## config.mk

```make
export PLATFORM = sky130hd
export DESIGN_NAME = escaner_teclado_4x4
export DESIGN_NICKNAME = d
export VERILOG_FILES = /design/src/rtl/escaner_teclado_4x4.sv
export SDC_FILE = /design/constraint.sdc
export NUM_CORES = 1
export LEC_CHECK = 0
export ABC_AREA = 1
export CORE_MARGIN = 3
export CORE_UTILIZATION = 50
export DETAILED_ROUTE_END_ITERATION = 16
export HOLD_SLACK_MARGIN = 0.03
export PLACE_DENSITY = 0.71
export RECOVER_POWER = 100
export SETUP_SLACK_MARGIN = 0.5
export SLEW_MARGIN = 20
export SYNTH_ARGS = -nofsm -noshare
export SYNTH_HDL_FRONTEND = slang
export SYNTH_SLANG_ARGS = --single-unit
export TNS_END_PERCENT = 10
```

## constraint.sdc

```tcl
create_clock -name i_Clk -period 3.46 [get_ports i_Clk]
set_clock_uncertainty 0.1 [all_clocks]
set_input_delay 0.692 -clock i_Clk [delete_from_list [all_inputs] [get_ports i_Clk]]
set_output_delay 0.692 -clock i_Clk [all_outputs]
set_load 0.05 [all_outputs]
```

## src/rtl/escaner_teclado_4x4.sv

```systemverilog
// 4x4 matrix keypad scanner: one column driven low per scan tick, rows debounced.
// Optional macro TECLADO_REPEAT_EN adds auto-repeat strobes while a key stays held.
module escaner_teclado_4x4 #(
    parameter int SCAN_DIV        = 50000,
    parameter int DEBOUNCE_FRAMES = 4,
    parameter int REPEAT_FRAMES   = 32
) (
    input  logic       i_Clk,
    input  logic       i_Rst,
    input  logic [3:0] i_Filas,
    output logic [3:0] o_Columnas,
    output logic [3:0] o_Tecla,
    output logic       o_Valida,
    output logic       o_Presionada
);

    localparam int DW = $clog2(SCAN_DIV);
    localparam int CW = $clog2(DEBOUNCE_FRAMES + 1);
    localparam logic [DW-1:0] DIV_LAST = DW'(SCAN_DIV - 1);
    localparam logic [CW-1:0] DEB_LAST = CW'(DEBOUNCE_FRAMES - 1);
    localparam bit CFG_OK = (SCAN_DIV >= 2) && (DEBOUNCE_FRAMES >= 1)
                            && (REPEAT_FRAMES >= 1);

    localparam logic [1:0] S_SCAN = 2'd0;
    localparam logic [1:0] S_DEB  = 2'd1;
    localparam logic [1:0] S_HELD = 2'd2;

    generate
        if (!CFG_OK) begin : g_cfg_invalid
            $error("escaner_teclado_4x4: invalid parameters");
        end
    endgenerate

    logic [3:0]    r_sync1;
    logic [3:0]    r_sync2;
    logic [DW-1:0] r_div;
    logic [1:0]    r_state;
    logic [1:0]    r_col;
    logic [1:0]    r_fila;
    logic [3:0]    r_code;
    logic [CW-1:0] r_cnt;
    logic [CW-1:0] r_rcnt;

    logic          w_tick;
    logic          w_hay;
    logic          w_fila_baja;
    logic [1:0]    w_fila;
    logic [3:0]    w_code;

`ifdef TECLADO_REPEAT_EN
    localparam int RW = $clog2(REPEAT_FRAMES + 1);
    localparam logic [RW-1:0] REP_LAST = RW'(REPEAT_FRAMES - 1);
    logic [RW-1:0] r_rep;
`endif

    assign o_Columnas  = ~(4'b0001 << r_col);
    assign w_tick      = (r_div == DIV_LAST);
    assign w_hay       = ~&r_sync2;
    assign w_fila_baja = ~r_sync2[r_fila];
    assign w_code      = {w_fila, r_col};

    // Lowest active row wins when several are low in one column.
    always_comb begin
        w_fila = 2'd3;
        if (!r_sync2[0])
            w_fila = 2'd0;
        else if (!r_sync2[1])
            w_fila = 2'd1;
        else if (!r_sync2[2])
            w_fila = 2'd2;
    end

    always_ff @(posedge i_Clk) begin
        if (i_Rst) begin
            r_sync1 <= 4'b1111;
            r_sync2 <= 4'b1111;
            r_div   <= '0;
        end else begin
            r_sync1 <= i_Filas;
            r_sync2 <= r_sync1;
            r_div   <= w_tick ? '0 : r_div + 1'b1;
        end
    end

    always_ff @(posedge i_Clk) begin
        if (i_Rst) begin
            r_state      <= S_SCAN;
            r_col        <= 2'd0;
            r_fila       <= 2'd0;
            r_code       <= 4'd0;
            r_cnt        <= '0;
            r_rcnt       <= '0;
            o_Tecla      <= 4'd0;
            o_Valida     <= 1'b0;
            o_Presionada <= 1'b0;
`ifdef TECLADO_REPEAT_EN
            r_rep        <= '0;
`endif
        end else begin
            o_Valida <= 1'b0;
            if (w_tick) begin
                unique case (r_state)
                    S_SCAN: begin
                        if (w_hay) begin
                            r_fila <= w_fila;
                            r_code <= w_code;
                            r_cnt  <= CW'(1);
                            if (DEBOUNCE_FRAMES == 1) begin
                                r_state      <= S_HELD;
                                o_Tecla      <= w_code;
                                o_Valida     <= 1'b1;
                                o_Presionada <= 1'b1;
                                r_rcnt       <= '0;
`ifdef TECLADO_REPEAT_EN
                                r_rep        <= '0;
`endif
                            end else begin
                                r_state <= S_DEB;
                            end
                        end else begin
                            r_col <= r_col + 2'd1;
                        end
                    end
                    S_DEB: begin
                        if (w_fila_baja) begin
                            r_cnt <= r_cnt + 1'b1;
                            if (r_cnt == DEB_LAST) begin
                                r_state      <= S_HELD;
                                o_Tecla      <= r_code;
                                o_Valida     <= 1'b1;
                                o_Presionada <= 1'b1;
                                r_rcnt       <= '0;
`ifdef TECLADO_REPEAT_EN
                                r_rep        <= '0;
`endif
                            end
                        end else begin
                            r_state <= S_SCAN;
                            r_col   <= r_col + 2'd1;
                        end
                    end
                    S_HELD: begin
                        if (!w_fila_baja) begin
                            r_rcnt <= r_rcnt + 1'b1;
`ifdef TECLADO_REPEAT_EN
                            r_rep  <= '0;
`endif
                            if (r_rcnt == DEB_LAST) begin
                                o_Presionada <= 1'b0;
                                r_state      <= S_SCAN;
                                r_col        <= r_col + 2'd1;
                            end
                        end else begin
                            r_rcnt <= '0;
`ifdef TECLADO_REPEAT_EN
                            if (r_rep == REP_LAST) begin
                                r_rep    <= '0;
                                o_Valida <= 1'b1;
                            end else begin
                                r_rep <= r_rep + 1'b1;
                            end
`endif
                        end
                    end
                    default: r_state <= S_SCAN;
                endcase
            end
        end
    end

endmodule
```

==> summary.json, run 1 <==
{
  "worstSkewPairLatency_ns": 0.30,
  "worstPathCellList": "inv_1 -> ha_1 -> inv_1 -> dlygate4sd3_1",
  "fillerInstances": 389,
  "grt_remaining_overflow": 0,
  "grt_pass1_vias": 1698,
  "io_buffers": 15,
  "hold_path_startpoint": "r_sync1[3]",
  "io_pins": 16,
  "max_slew.worst_pin.slew_ns": 0.550,
  "r2r_setup_slack_ns": 1.17,
  "gr-usage-all-layers_pct": 18.1,
  "power_frac_comb_pct": 3.8,
  "grt_max_degree": 17,
  "cp.buffers_inverters": 3,
  "power_switching_uw": 208,
  "switching_share_pct": 21.8,
  "synth.top_cell.area_share_pct": 39.0,
  "end_kind": "output pin",
  "pwr_density_cell_mw_per_mm2": 378,
  "timing.final.ws_setup_ns": 0.725,
  "post_cts_resize_count": 0,
  "final-setup-viol-count": 0,
  "top_layer": "met4",
  "drt_iter0_drc": 102,
  "yosys.area.top_type": "sky130_fd_sc_hd__dfxtp_1",
  "clock_tree.htree_level_count": 2,
  "grt_first_pass_wirelength_mm": 7.65,
  "route.detailed.drc": 0,
  "clkSinkCount": 44,
  "worst_r2r_path_depth": 8,
  "clock_buffers_created_by_tritoncts": 5,
  "setup.worst_path.start_class": "register",
  "hold_violations": 0,
  "tritoncts": "built",
  "layout-drive-gt1-share_pct": 8.41,
  "root_buffer": "sky130_fd_sc_hd__clkbuf_8",
  "die_height_um": 73.2,
  "placement.cell_area_mm2": 0.00244,
  "drt_wl_cell_um": 10.8,
  "mappedNetlistNets": 341,
  "reported_max_cap_violation_count": 0,
  "total_setup_buffers_inserted_after_cts": 0,
  "p_seq_share_pct": 54.2,
  "wl_mm": 4.25,
  "dr_wl_met2_mm": 1.77,
  "fmaxAchievable_mhz": 366,
  "finish.utilization_pct": 60.4,
  "largest_delay_share_family_worst_path": "buffers and inverters",
  "die_width_um": 73.2,
  "synthesized_area_per_cell_um2": 6.92,
  "clk_path_buf_depth": 2,
  "whs_ns": 0.313,
  "cpMaxStageDelayCell": "sky130_fd_sc_hd__dlygate4sd3_1",
  "floorplan.initialDensity_pct": 54.1,
  "grt_setup_unrepaired": "false",
  "leakage_nw": 1.07,
  "critical-path-max-stage-delay_ns": 0.86,
  "maxSlewHeadroom_pct": 63.2,
  "via_per_inst": 4.99,
  "cellInternalPower_uw": 746,
  "met1_wire_length_mm": 2.26,
  "floorplan.rows": 23,
  "mappedNetlistArea_mm2": 0.00226,
  "setup_tns_ns": 0,
  "timing_max_transition_violations_final": 0,
  "die-area_mm2": 0.00536,
  "critPathRequiredTime_ns": 2.67,
  "num_vias": 1970,
  "class_of_the_most_critical_hold_timing_path": "reg -> reg",
  "register_bit_total_from_synthesis": 44,
  "finish.instance_area_mm2": 0.00252,
  "num-nets-final": 359,
  "antenna-diode-count": 0,
  "post_synth_main_area_contributors": "sky130_fd_sc_hd__dfxtp_1, sky130_fd_sc_hd__nand2_1, sky130_fd_sc_hd__nor2_1, sky130_fd_sc_hd__inv_1, sky130_fd_sc_hd__ha_1",
  "synthesis.instances": 326,
  "cts_hold_buffers_added": 0,
  "regToRegEndpoint": "o_Tecla[3]",
  "core_area_mm2": 0.00417,
  "critical_path_peak_fanout": 6,
  "cpMostUsedCell": "sky130_fd_sc_hd__inv_1",
  "gp_congestion": 0.838,
  "final_min_period_over_clock_period_pct": 79.0,
  "cts.reportedPaths.clkPinSlew_ns": 0.09,
  "pre_cts_slack_ns": 0.837,
  "worst_ep_arrival_time_ns": 1.94,
  "worst_ir_drop_vdd_v": 0.000244,
  "worstReg2RegStart": "r_div[0]",
  "detailed_place_hpwl_mm": 3.14,
  "hold_path_depth": 1,
  "netlist-cell-type-count": 27,
  "worstSetupPathType": "reg -> out",
  "drtAntennaViolNets": 0,
  "grt_antenna_before_repair": 0,
  "fin_crit_ns": 2.73,
  "ys.warnings.count": 0,
  "whs_endpoint": "r_sync2[3]",
  "seq_total_area_yosys_pct": 39.0,
  "power.share.clock_pct": 42.0,
  "drt_pass1_iterations": 4,
  "run_status": "finished clean",
  "routed-wl-met3_um": 149,
  "area_growth_from_synthesis_to_layout_pct": 11.7
}
[worst max-delay path by stage]
stage | startpoint | to | cells after the start
detailed placement | i_Rst | r_div[9] | 5
global placement | i_Rst | r_div[9] | 5
finish | r_col[0] | o_Columnas[2] | 4
floorplan | r_col[0] | o_Columnas[0] | 3
CTS | r_col[0] | o_Columnas[2] | 4
global route | r_col[0] | o_Columnas[0] | 4
[registers in the layout, indices dropped and copies added (netlist names), 2 cells and up]
| signal | cells |
|---|---|
| r_div | 16 |
| o_Tecla | 4 |
| r_sync1 | 4 |
| r_sync2 | 4 |
| r_cnt | 3 |
| r_code | 3 |
| r_rcnt | 3 |
| r_col | 2 |
| r_state | 2 |
[placed cells by master, fill, tap and decap left out, types with 2 or more instances in the layout]
cell type | Yosys | routed
sky130_fd_sc_hd__a21oi_1 | 20 | 20
sky130_fd_sc_hd__clkbuf_8 | 0 | 5
sky130_fd_sc_hd__clkdlybuf4s50_1 | 0 | 4
sky130_fd_sc_hd__dfxtp_1 | 44 | 44
sky130_fd_sc_hd__dlygate4sd3_1 | 0 | 11
sky130_fd_sc_hd__ha_1 | 9 | 9
sky130_fd_sc_hd__inv_1 | 44 | 44
sky130_fd_sc_hd__inv_2 | 3 | 3
sky130_fd_sc_hd__nand2_1 | 64 | 65
sky130_fd_sc_hd__nand2_2 | 4 | 3
sky130_fd_sc_hd__nand3_1 | 22 | 24
sky130_fd_sc_hd__nand3b_1 | 2 | 2
sky130_fd_sc_hd__nand4_1 | 9 | 9
sky130_fd_sc_hd__nor2_1 | 59 | 62
sky130_fd_sc_hd__nor2_2 | 4 | 3
sky130_fd_sc_hd__nor2_4 | 4 | 2
sky130_fd_sc_hd__nor3_1 | 8 | 8
sky130_fd_sc_hd__o21a_1 | 2 | 2
sky130_fd_sc_hd__o21ai_0 | 8 | 8
sky130_fd_sc_hd__or2_2 | 9 | 9
sky130_fd_sc_hd__xor2_1 | 2 | 2
[power by group through the flow]
| stage | registers, mW | logic, mW | clock network, mW |
|---|---|---|---|
| after global routing | 0.518 | 0.0427 | 0.438 |
| after detailed placement | 0.529 | 0.0371 | 0 |
| final | 0.517 | 0.0359 | 0.401 |
| after floorplan | 0.528 | 0.0274 | 0 |
| after CTS | 0.517 | 0.0372 | 0.415 |
| after global placement | 0.529 | 0.0361 | 0 |
[metrics by stage]
step / power [mW] / std cells
3_3_place_gp: 0.565 / 387
5_1_grt: 0.999 / 395
6_report: 0.954 / 395
3_5_place_dp: 0.566 / 387
4_1_cts: 0.969 / 395
2_1_floorplan: 0.556 / 326
[cell usage after synthesis]
| cell type | count |
|---|---|
| sky130_fd_sc_hd__nand3_1 | 22 |
| sky130_fd_sc_hd__a21oi_1 | 20 |
| sky130_fd_sc_hd__nor3_1 | 8 |
| sky130_fd_sc_hd__buf_4 | 1 |
| sky130_fd_sc_hd__nand3_2 | 1 |
| sky130_fd_sc_hd__buf_1 | 1 |
| sky130_fd_sc_hd__nand3b_1 | 2 |
| sky130_fd_sc_hd__nand4_1 | 9 |
| sky130_fd_sc_hd__nand3_4 | 1 |
| sky130_fd_sc_hd__buf_6 | 1 |
| sky130_fd_sc_hd__xnor2_1 | 1 |
| sky130_fd_sc_hd__dfxtp_1 | 44 |
| sky130_fd_sc_hd__ha_1 | 9 |
| sky130_fd_sc_hd__nand2_2 | 4 |
| sky130_fd_sc_hd__xor2_1 | 2 |
| sky130_fd_sc_hd__inv_1 | 44 |
| sky130_fd_sc_hd__nor2_1 | 59 |
| sky130_fd_sc_hd__nor3_2 | 1 |
| sky130_fd_sc_hd__or2_2 | 9 |
| sky130_fd_sc_hd__clkbuf_1 | 1 |
| sky130_fd_sc_hd__o21ai_0 | 8 |
| sky130_fd_sc_hd__nor2_2 | 4 |
| sky130_fd_sc_hd__a21boi_0 | 1 |
| sky130_fd_sc_hd__nor2_4 | 4 |
| sky130_fd_sc_hd__nand2_1 | 64 |
| sky130_fd_sc_hd__inv_2 | 3 |
| sky130_fd_sc_hd__o21a_1 | 2 |
[area by class of cell]
class / count / area [µm²] / share of cell area (%)
Clock inverter: 3 / 46.3 / 1.84
Inverter: 47 / 176 / 7.00
Multi-Input combinational cell: 231 / 1140 / 45.1
Timing Repair Buffer: 15 / 150 / 5.96
Tap cell: 50 / 62.6 / 2.48
Clock buffer: 5 / 68.8 / 2.73
Sequential cell: 44 / 881 / 34.9
[logic make-up after synthesis]
kind of cell | synth area share [%]
flip-flops | 39.0
buffers and inverters | 8.98
adder cells (fa/ha/maj) | 4.99
XOR/XNOR | 1.16
AO/OA/AOI/OAI | 7.21
AND/OR/NAND/NOR | 38.6
[worst reg2reg max path: stages, from the launching register on]
cell and delay, ns:
sky130_fd_sc_hd__dfxtp_1 0.37, sky130_fd_sc_hd__ha_1 0.20, sky130_fd_sc_hd__nand3_1 0.14, sky130_fd_sc_hd__nor2_1 0.29, sky130_fd_sc_hd__nand3_1 0.31, sky130_fd_sc_hd__nor2_1 0.52
sky130_fd_sc_hd__nand2_1 0.14, sky130_fd_sc_hd__nand2_1 0.09, sky130_fd_sc_hd__nor2_1 0.05
[per-layer routing]
layer  vias to the layer above  track usage (%)
met2                        27             25.4
li1                       1064                -
met4                         0             7.38
met3                         7             3.72
met5                         -                0
met1                       872             26.6
Note: power is estimated with default switching activity, not from simulation.
==> run 2, diff against run 1 <==
==> constraint.sdc (replaced) <==
create_clock -name i_Clk -period 2.6 [get_ports i_Clk]
set_clock_uncertainty 0.1 [all_clocks]
set_input_delay 0.52 -clock i_Clk [delete_from_list [all_inputs] [get_ports i_Clk]]
set_output_delay 0.52 -clock i_Clk [all_outputs]
set_load 0.05 [all_outputs]
==> run 2 against run 1 <==
- sequential power up 33%
- core utilization down 0.21 points
- non-clock buffer count increased by 1
- routed wire length is 2.0% higher
- final cell count grew 0.25%
- critical endpoint is now o_Columnas[0]
- highest routed layer unchanged
==> summary.json, run 2 (synthesis results as in run 1) <==
{
  "run_status": "finished clean",
  "grt_max_degree": 17,
  "setup_tns_ns": 0,
  "cts.reportedPaths.clkPinSlew_ns": 0.09,
  "timing.final.ws_setup_ns": 0.355,
  "floorplan.rows": 23,
  "io_pins": 16,
  "grt_setup_unrepaired": "true",
  "fmaxAchievable_mhz": 445,
  "die_height_um": 73.2,
  "max_slew.worst_pin.slew_ns": 0.598,
  "clk_path_buf_depth": 2,
  "area_growth_from_synthesis_to_layout_pct": 11.3,
  "critical-path-max-stage-delay_ns": 0.57,
  "drt_pass1_iterations": 4,
  "leakage_nw": 1.07,
  "final_min_period_over_clock_period_pct": 86.3,
  "antenna-diode-count": 0,
  "largest_reg_flops": 16,
  "class_of_the_most_critical_hold_timing_path": "reg -> reg",
  "critical_path_peak_fanout": 6,
  "gr-usage-all-layers_pct": 18.2,
  "clock_tree.htree_level_count": 2,
  "final_cell_mix": "sky130_fd_sc_hd__nand2_1, sky130_fd_sc_hd__nor2_1, sky130_fd_sc_hd__inv_1, sky130_fd_sc_hd__dfxtp_1, sky130_fd_sc_hd__nand3_1",
  "gp_congestion": 0.857,
  "timing_max_transition_violations_final": 0,
  "pwr_density_cell_mw_per_mm2": 500,
  "fin_crit_ns": 2.24,
  "drtAntennaViolNets": 0,
  "detailed_place_hpwl_mm": 3.28,
  "dp.cells": 388,
  "setup.worst_path.start_class": "register",
  "cpMaxStageDelayCell": "sky130_fd_sc_hd__clkdlybuf4s25_1",
  "power_frac_comb_pct": 3.9,
  "hold_violations": 0,
  "reported_max_cap_violation_count": 0,
  "drt_wl_cell_um": 11.0,
  "cts_hold_buffers_added": 0,
  "tritoncts": "built",
  "worstSetupPathType": "reg -> out",
  "via_per_inst": 4.87,
  "switching_share_pct": 21.4,
  "grt_remaining_overflow": 0,
  "registers.top_by_ff_count": "r_div",
  "cpMostUsedCell": "sky130_fd_sc_hd__inv_1",
  "floorplan.initialDensity_pct": 54.1,
  "num-nets-final": 360,
  "route.detailed.drc": 0,
  "cellInternalPower_uw": 988,
  "core_area_mm2": 0.00417,
  "power_switching_uw": 269,
  "maxSlewHeadroom_pct": 60.3,
  "die_width_um": 73.2,
  "worst_ep_arrival_time_ns": 1.62,
  "most_common_cell_after_layout_fill_and_taps_aside": "sky130_fd_sc_hd__nand2_1",
  "final-setup-viol-count": 0,
  "power.total_mw": 1.26,
  "wl_mm": 4.34,
  "worstSkewPairLatency_ns": 0.30,
  "root_buffer": "sky130_fd_sc_hd__clkbuf_8",
  "pre_cts_slack_ns": 0.450,
  "total_setup_buffers_inserted_after_cts": 0,
  "die-area_mm2": 0.00536,
  "p_seq_share_pct": 54.7,
  "worstPathCellList": "inv_1 -> ha_1 -> inv_1 -> clkdlybuf4s25_1",
  "grt_first_pass_wirelength_mm": 7.63,
  "drt_iter0_drc": 100,
  "critPathRequiredTime_ns": 1.98,
  "worst_ir_drop_vdd_v": 0.000324,
  "layout-drive-gt1-share_pct": 8.38,
  "whs_ns": 0.313,
  "num_vias": 1927,
  "power.share.clock_pct": 41.4,
  "end_kind": "output pin",
  "io_buffers": 15,
  "clock_buffers_created_by_tritoncts": 5,
  "grt_antenna_before_repair": 0,
  "grt_pass1_vias": 1783,
  "stdcell_count": 396,
  "clkSinkCount": 44
}
==> run 2: power groups by stage <==
stage	registers [mW]	logic (mW)	clock network [mW]
floorplan	0.703	0.0364	0
global placement	0.704	0.0496	0
detailed placement	0.704	0.0511	0
CTS	0.688	0.0514	0.536
global route	0.690	0.0564	0.563
finish	0.688	0.0488	0.520
==> run 2: per-stage QoR <==
| stage | instance area (µm²) | utilization [%] |
|---|---|---|
| 6_report | 2510 | 60.2 |
| 5_1_grt | 2510 | 60.2 |
| 4_1_cts | 2560 | 61.3 |
| 3_5_place_dp | 2450 | 58.7 |
| 3_3_place_gp | 2450 | 58.7 |
| 2_1_floorplan | 2260 | - |
==> run 2: critical path, delay by kind of cell (launching register included) <==
kind / cells / cell delay [ns]
buffers and inverters: 3 / 0.71
adders and majority gates: 1 / 0.20
DFF: 1 / 0.43
==> run 2: final cells by class <==
class | count | area, µm²
clock buffer | 5 | 68.8
clock inverter | 3 | 42.5
fill | 395 | 1660
inverter | 47 | 176
multi-input combinational | 231 | 1140
sequential | 44 | 881
tap | 50 | 62.6
timing repair buffer | 16 | 145
==> run 2: worst paths after layout <==
path | startpoint | end | slack [ns] | cells after the start
worst max-delay path | r_col[0] | o_Columnas[0] | 0.36 | 4
worst min-delay path | r_sync1[1] | r_sync2[1] | 0.31 | 1
worst max register to register | r_div[0] | r_code[3] | 0.53 | 7
worst min register to register | r_sync1[1] | r_sync2[1] | 0.31 | 1
==> run 2: routing by layer <==
| metal | global-route usage [%] | vias to the layer above | wire length (µm) |
|---|---|---|---|
| li1 | - | 1067 | - |
| met1 | 25.3 | 830 | 2270 |
| met2 | 27.4 | 24 | 1870 |
| met3 | 4.55 | 6 | 133 |
| met4 | 6.15 | 0 | 66 |
| met5 | 0 | - | 0 |
==> run 2: what timing repair did <==
action                                  4_1_cts  5_1_grt
hold endpoints to repair                      0        0
resized for setup                             4        3
endpoints found under the setup margin        4        5
==> RTL change 1: new RTL, settings of run 1 <==
Build with the macro `TECLADO_REPEAT_EN` defined.
--- a/src/rtl/escaner_teclado_4x4.sv
+++ b/src/rtl/escaner_teclado_4x4.sv
@@ -1,5 +1,7 @@
 // 4x4 matrix keypad scanner: one column driven low per scan tick, rows debounced.
 // Optional macro TECLADO_REPEAT_EN adds auto-repeat strobes while a key stays held.
+`define TECLADO_REPEAT_EN
+
 module escaner_teclado_4x4 #(
     parameter int SCAN_DIV        = 50000,
     parameter int DEBOUNCE_FRAMES = 4,
Function: same outputs for any inputs over 10 cycles, from zero or initial values and one cycle with i_Rst high; that may be too few to reach the edited logic, so the function may still have changed.
==> RTL change 1 against run 1 <==
  * Routed wire length grew 7.2%
  * Worst setup slack improved by 0.068 ns
  * Critical path type unchanged
  * Sequential power grew 13%
  * Count of clock-buffer cells in the layout did not move
  * Final area grew 11%
  * Synthesized area up 11%
  * Largest power group unchanged
  * Fmax grew 2.6%
  * Power grew 7.2%
  * Sequential cell count is 6 higher
==> RTL change 1: results <==
[cells_and_area]
clock_area_share_pct = 3.88
nonClkBufAreaFrac_pct = 5.49
n_all_buffers = 16
syn_to_final_growth_pct = 11.6
seq_share_pct = 35.7
nFillCells = 439

[critical_path]
reg2regPathDepth = 9
r2r-end = "r_rep[1]"
cp-endpoint = "o_Columnas[0]"

[place]
place.gp.congestion = 0.776
hpwl_mm = 3.31
dp_slack_ns = 1.01

[cts]
cts_sinks = 50

[synth]
synth_fa_ha_area_share_pct = 6.47
synth_area_leaders = "dfxtp_1 40%, nand2_1 10%, nor2_1 8.1%"

[route]
wire_per_inst_um = 10.5
drt_iter0_drc = 76

[die]
dieArea_um2 = 5910

[sta]
whs_ns = 0.314

[grt]
grt_pass1_vias = 1901
grt_usage_pct = 16.4

[status]
status = "completed"

[power_and_ir_drop]
swShare_pct = 20.9
leakage_nw = 1.23
ir_drop_mv = 0.268
[RTL change 1: cell count changes in the layout (fill, tap and decap cells not counted), moves of 4 or more]
cell	before	now
o21ai_0	8	16
nor2_1	62	55
dfxtp_1	44	50
nand3_1	24	19
inv_1	44	40
ha_1	9	13
nor3_1	8	12
[RTL change 1: power by group through the flow]
stage	Combinational (mW)	Clock [mW]	Sequential, mW
6_report	0.0358	0.401	0.586
5_1_grt	0.0414	0.433	0.587
4_1_cts	0.0370	0.411	0.586
3_5_place_dp	0.0369	0	0.599
3_3_place_gp	0.0361	0	0.599
2_1_floorplan	0.0257	0	0.599
[RTL change 1: per-layer routing]
| layer | GRT usage (%) | up-vias | share of wire [%] |
|---|---|---|---|
| met5 | 0 | - | 0 |
| met3 | 3.52 | 4 | 3.3 |
| met2 | 26.7 | 28 | 44 |
| li1 | - | 1138 | - |
| met1 | 21.4 | 948 | 52 |
| met4 | 5.98 | 0 | 1.0 |
==> RTL change 2: new RTL, settings of run 1 <==
Made on the original files. Make the reset (`i_Rst`) asynchronous in 2 clocked blocks.
--- a/src/rtl/escaner_teclado_4x4.sv
+++ b/src/rtl/escaner_teclado_4x4.sv
@@ -70,7 +70,7 @@
             w_fila = 2'd2;
     end
 
-    always_ff @(posedge i_Clk) begin
+    always_ff @(posedge i_Clk or posedge i_Rst) begin
         if (i_Rst) begin
             r_sync1 <= 4'b1111;
             r_sync2 <= 4'b1111;
@@ -82,7 +82,7 @@
         end
     end
 
-    always_ff @(posedge i_Clk) begin
+    always_ff @(posedge i_Clk or posedge i_Rst) begin
         if (i_Rst) begin
             r_state      <= S_SCAN;
             r_col        <= 2'd0;
Formal check against the unedited RTL: no difference found for any inputs over 10 cycles, from zero or initial values and one cycle with i_Rst high; that may be too few to reach the edited logic, so the function may still have changed.
==> RTL change 2 against run 1 <==
  * Power is 0.84% lower
  * Worst setup slack lost 0.045 ns
  * Synthesized area rose by 1.8%
  * Sequential power up 2%
  * First-iteration DRC count shrank 22%
  * Sequential cell count unchanged
  * Final area increased by 2.0%
  * Final cell count is 12% lower
  * Routed wire length is 4.8% lower
  * Critical path type is now reg2reg
  * Highest routed layer unchanged
==> RTL change 2: results <==
[synth]
seq_area_frac_synth_pct = 48.3
syn_nets = 289
ys.flop_type = "dfrtp_1"
synth_most_common_cell = "nand2_1"
synth-async-reset-ratio_pct = 100
synth_cell_types = 25
synth_warnings = 0
ys_top_cells_by_count = "71 x nand2_1, 43 x inv_1, 36 x dfrtp_1, 28 x nor2_1, 18 x nand3_1"
synth_area_leaders = "dfrtp_1 39%, nand2_1 12%, dfstp_2 9.1%"

[cells_and_area]
drive_above_1_share_pct = 10.8
top_register = "r_div"
antenna_cells = 0
finalNetCount = 310
largest_reg_flops = 16

[route]
ant_nets = 0
wire_per_inst_um = 11.6
drt_iter0_drc = 80
num_vias = 1757
first_pass_iters = 4

[cts]
clock_latency_ns = 0.30
clock_path_buffers = 2
ctsRootBufferMaster = "clkbuf_8"
htree_levels = 2
cts_setup_buffers = 0
cts_resized = 0
cts_buffers = 5
clk_pin_slew_ns = 0.08

[grt]
grt_usage_pct = 16.7
antenna_found_initial = 0
grt_first_pass_wirelength_mm = 7.15
grt_pass1_vias = 1674
grt_max_degree = 29

[place]
dp_slack_ns = 1.14
place.gp.congestion = 0.852
io_buffers = 15
hpwl_mm = 3.09

[power_and_ir_drop]
ir_drop_mv = 0.259
leakage_nw = 1.28

[min_path]
hold_class = "reg2reg"

[critical_path]
critPathMaxFanout = 17
slowest_delay_ns = 1.06
cp_slowest_cell = "nor2_1"

[status]
status = "completed"

[sta]
slew_headroom_pct = 3.18
[RTL change 2: cell count changes after synthesis, moves of 3 or more]
cell / change
dfrtp_1: +36
nand3_1: -4
nor2_1: -31
xor2_1: +5
o21ai_1: +4
o21ai_0: +3
inv_2: -3
a21oi_1: -16
nor3_1: -5
nand3_2: +4
nand2_1: +7
or2_2: -9
dfxtp_1: -44
dfstp_2: +8
[RTL change 2: worst paths after layout]
path	from	to	slack, ns	cells after the start
max in group asynchronous	i_Rst	r_cnt[2]	0.85	3
min in group asynchronous	i_Rst	r_code[1]	0.72	2
min reg2reg	r_sync1[3]	r_sync2[3]	0.26	0
max reg2reg	r_div[0]	r_cnt[2]	0.68	8
min	r_sync1[3]	r_sync2[3]	0.26	0
max	r_div[0]	r_cnt[2]	0.68	8
[RTL change 2: cell families after synthesis]
logic type               count (synthesis)  synth area share, %
AND/OR/NAND/NOR                        148                 31.5
adder cells (fa/ha/maj)                  9                 4.90
flip-flops                              44                 48.3
AO/OA/AOI/OAI                           19                 4.14
buffers and inverters                   46                 8.11
XOR/XNOR                                 8                 3.05
[RTL change 2: final cells by class]
class	instances	area, um^2
fillers	402	1810
flip-flops and latches	44	1110
multi-input cells	184	960
inverters	44	166
repair buffers	16	154
clock buffers	5	68.8
well taps	52	65.1
clock inverters	3	47.5
[RTL change 2: critical path, delay by kind of cell, from the launching register on]
kind	cells	cell delay [ns]
DFF	1	0.38
adders and majority gates	1	0.18
AOI/OAI and AO/OA	1	0.10
and+or+nand+nor	6	1.88
[RTL change 2: per-layer routing]
layer / track usage, % / share of wire (%)
met1: 21.7 / 46
met2: 28.2 / 48
met3: 3.42 / 3.5
met4: 4.63 / 1.6
met5: 0 / 0
[RTL change 2: through the flow]
| stage | cells | area (um^2) | total power [mW] | hold WS (ns) |
|---|---|---|---|---|
| final | 348 | 2570 | 0.946 | 0.259 |
| after detailed placement | 340 | 2500 | 0.560 | 0.247 |
| after global placement | 340 | 2500 | 0.559 | 0.246 |
| after floorplan | 274 | 2300 | 0.549 | 0.245 |
| after global routing | 348 | 2570 | 0.979 | 0.266 |
| after CTS | 348 | 2620 | 0.959 | 0.260 |
[RTL change 2: report_power, final]
| part | switching [mW] | total (mW) | internal [mW] |
|---|---|---|---|
| Clock | 0.181 | 0.399 | 0.217 |
| Combinational | 0.0164 | 0.0224 | 0.00602 |
| Sequential | 0.00242 | 0.525 | 0.522 |
| Total | 0.200 | 0.946 | 0.746 |
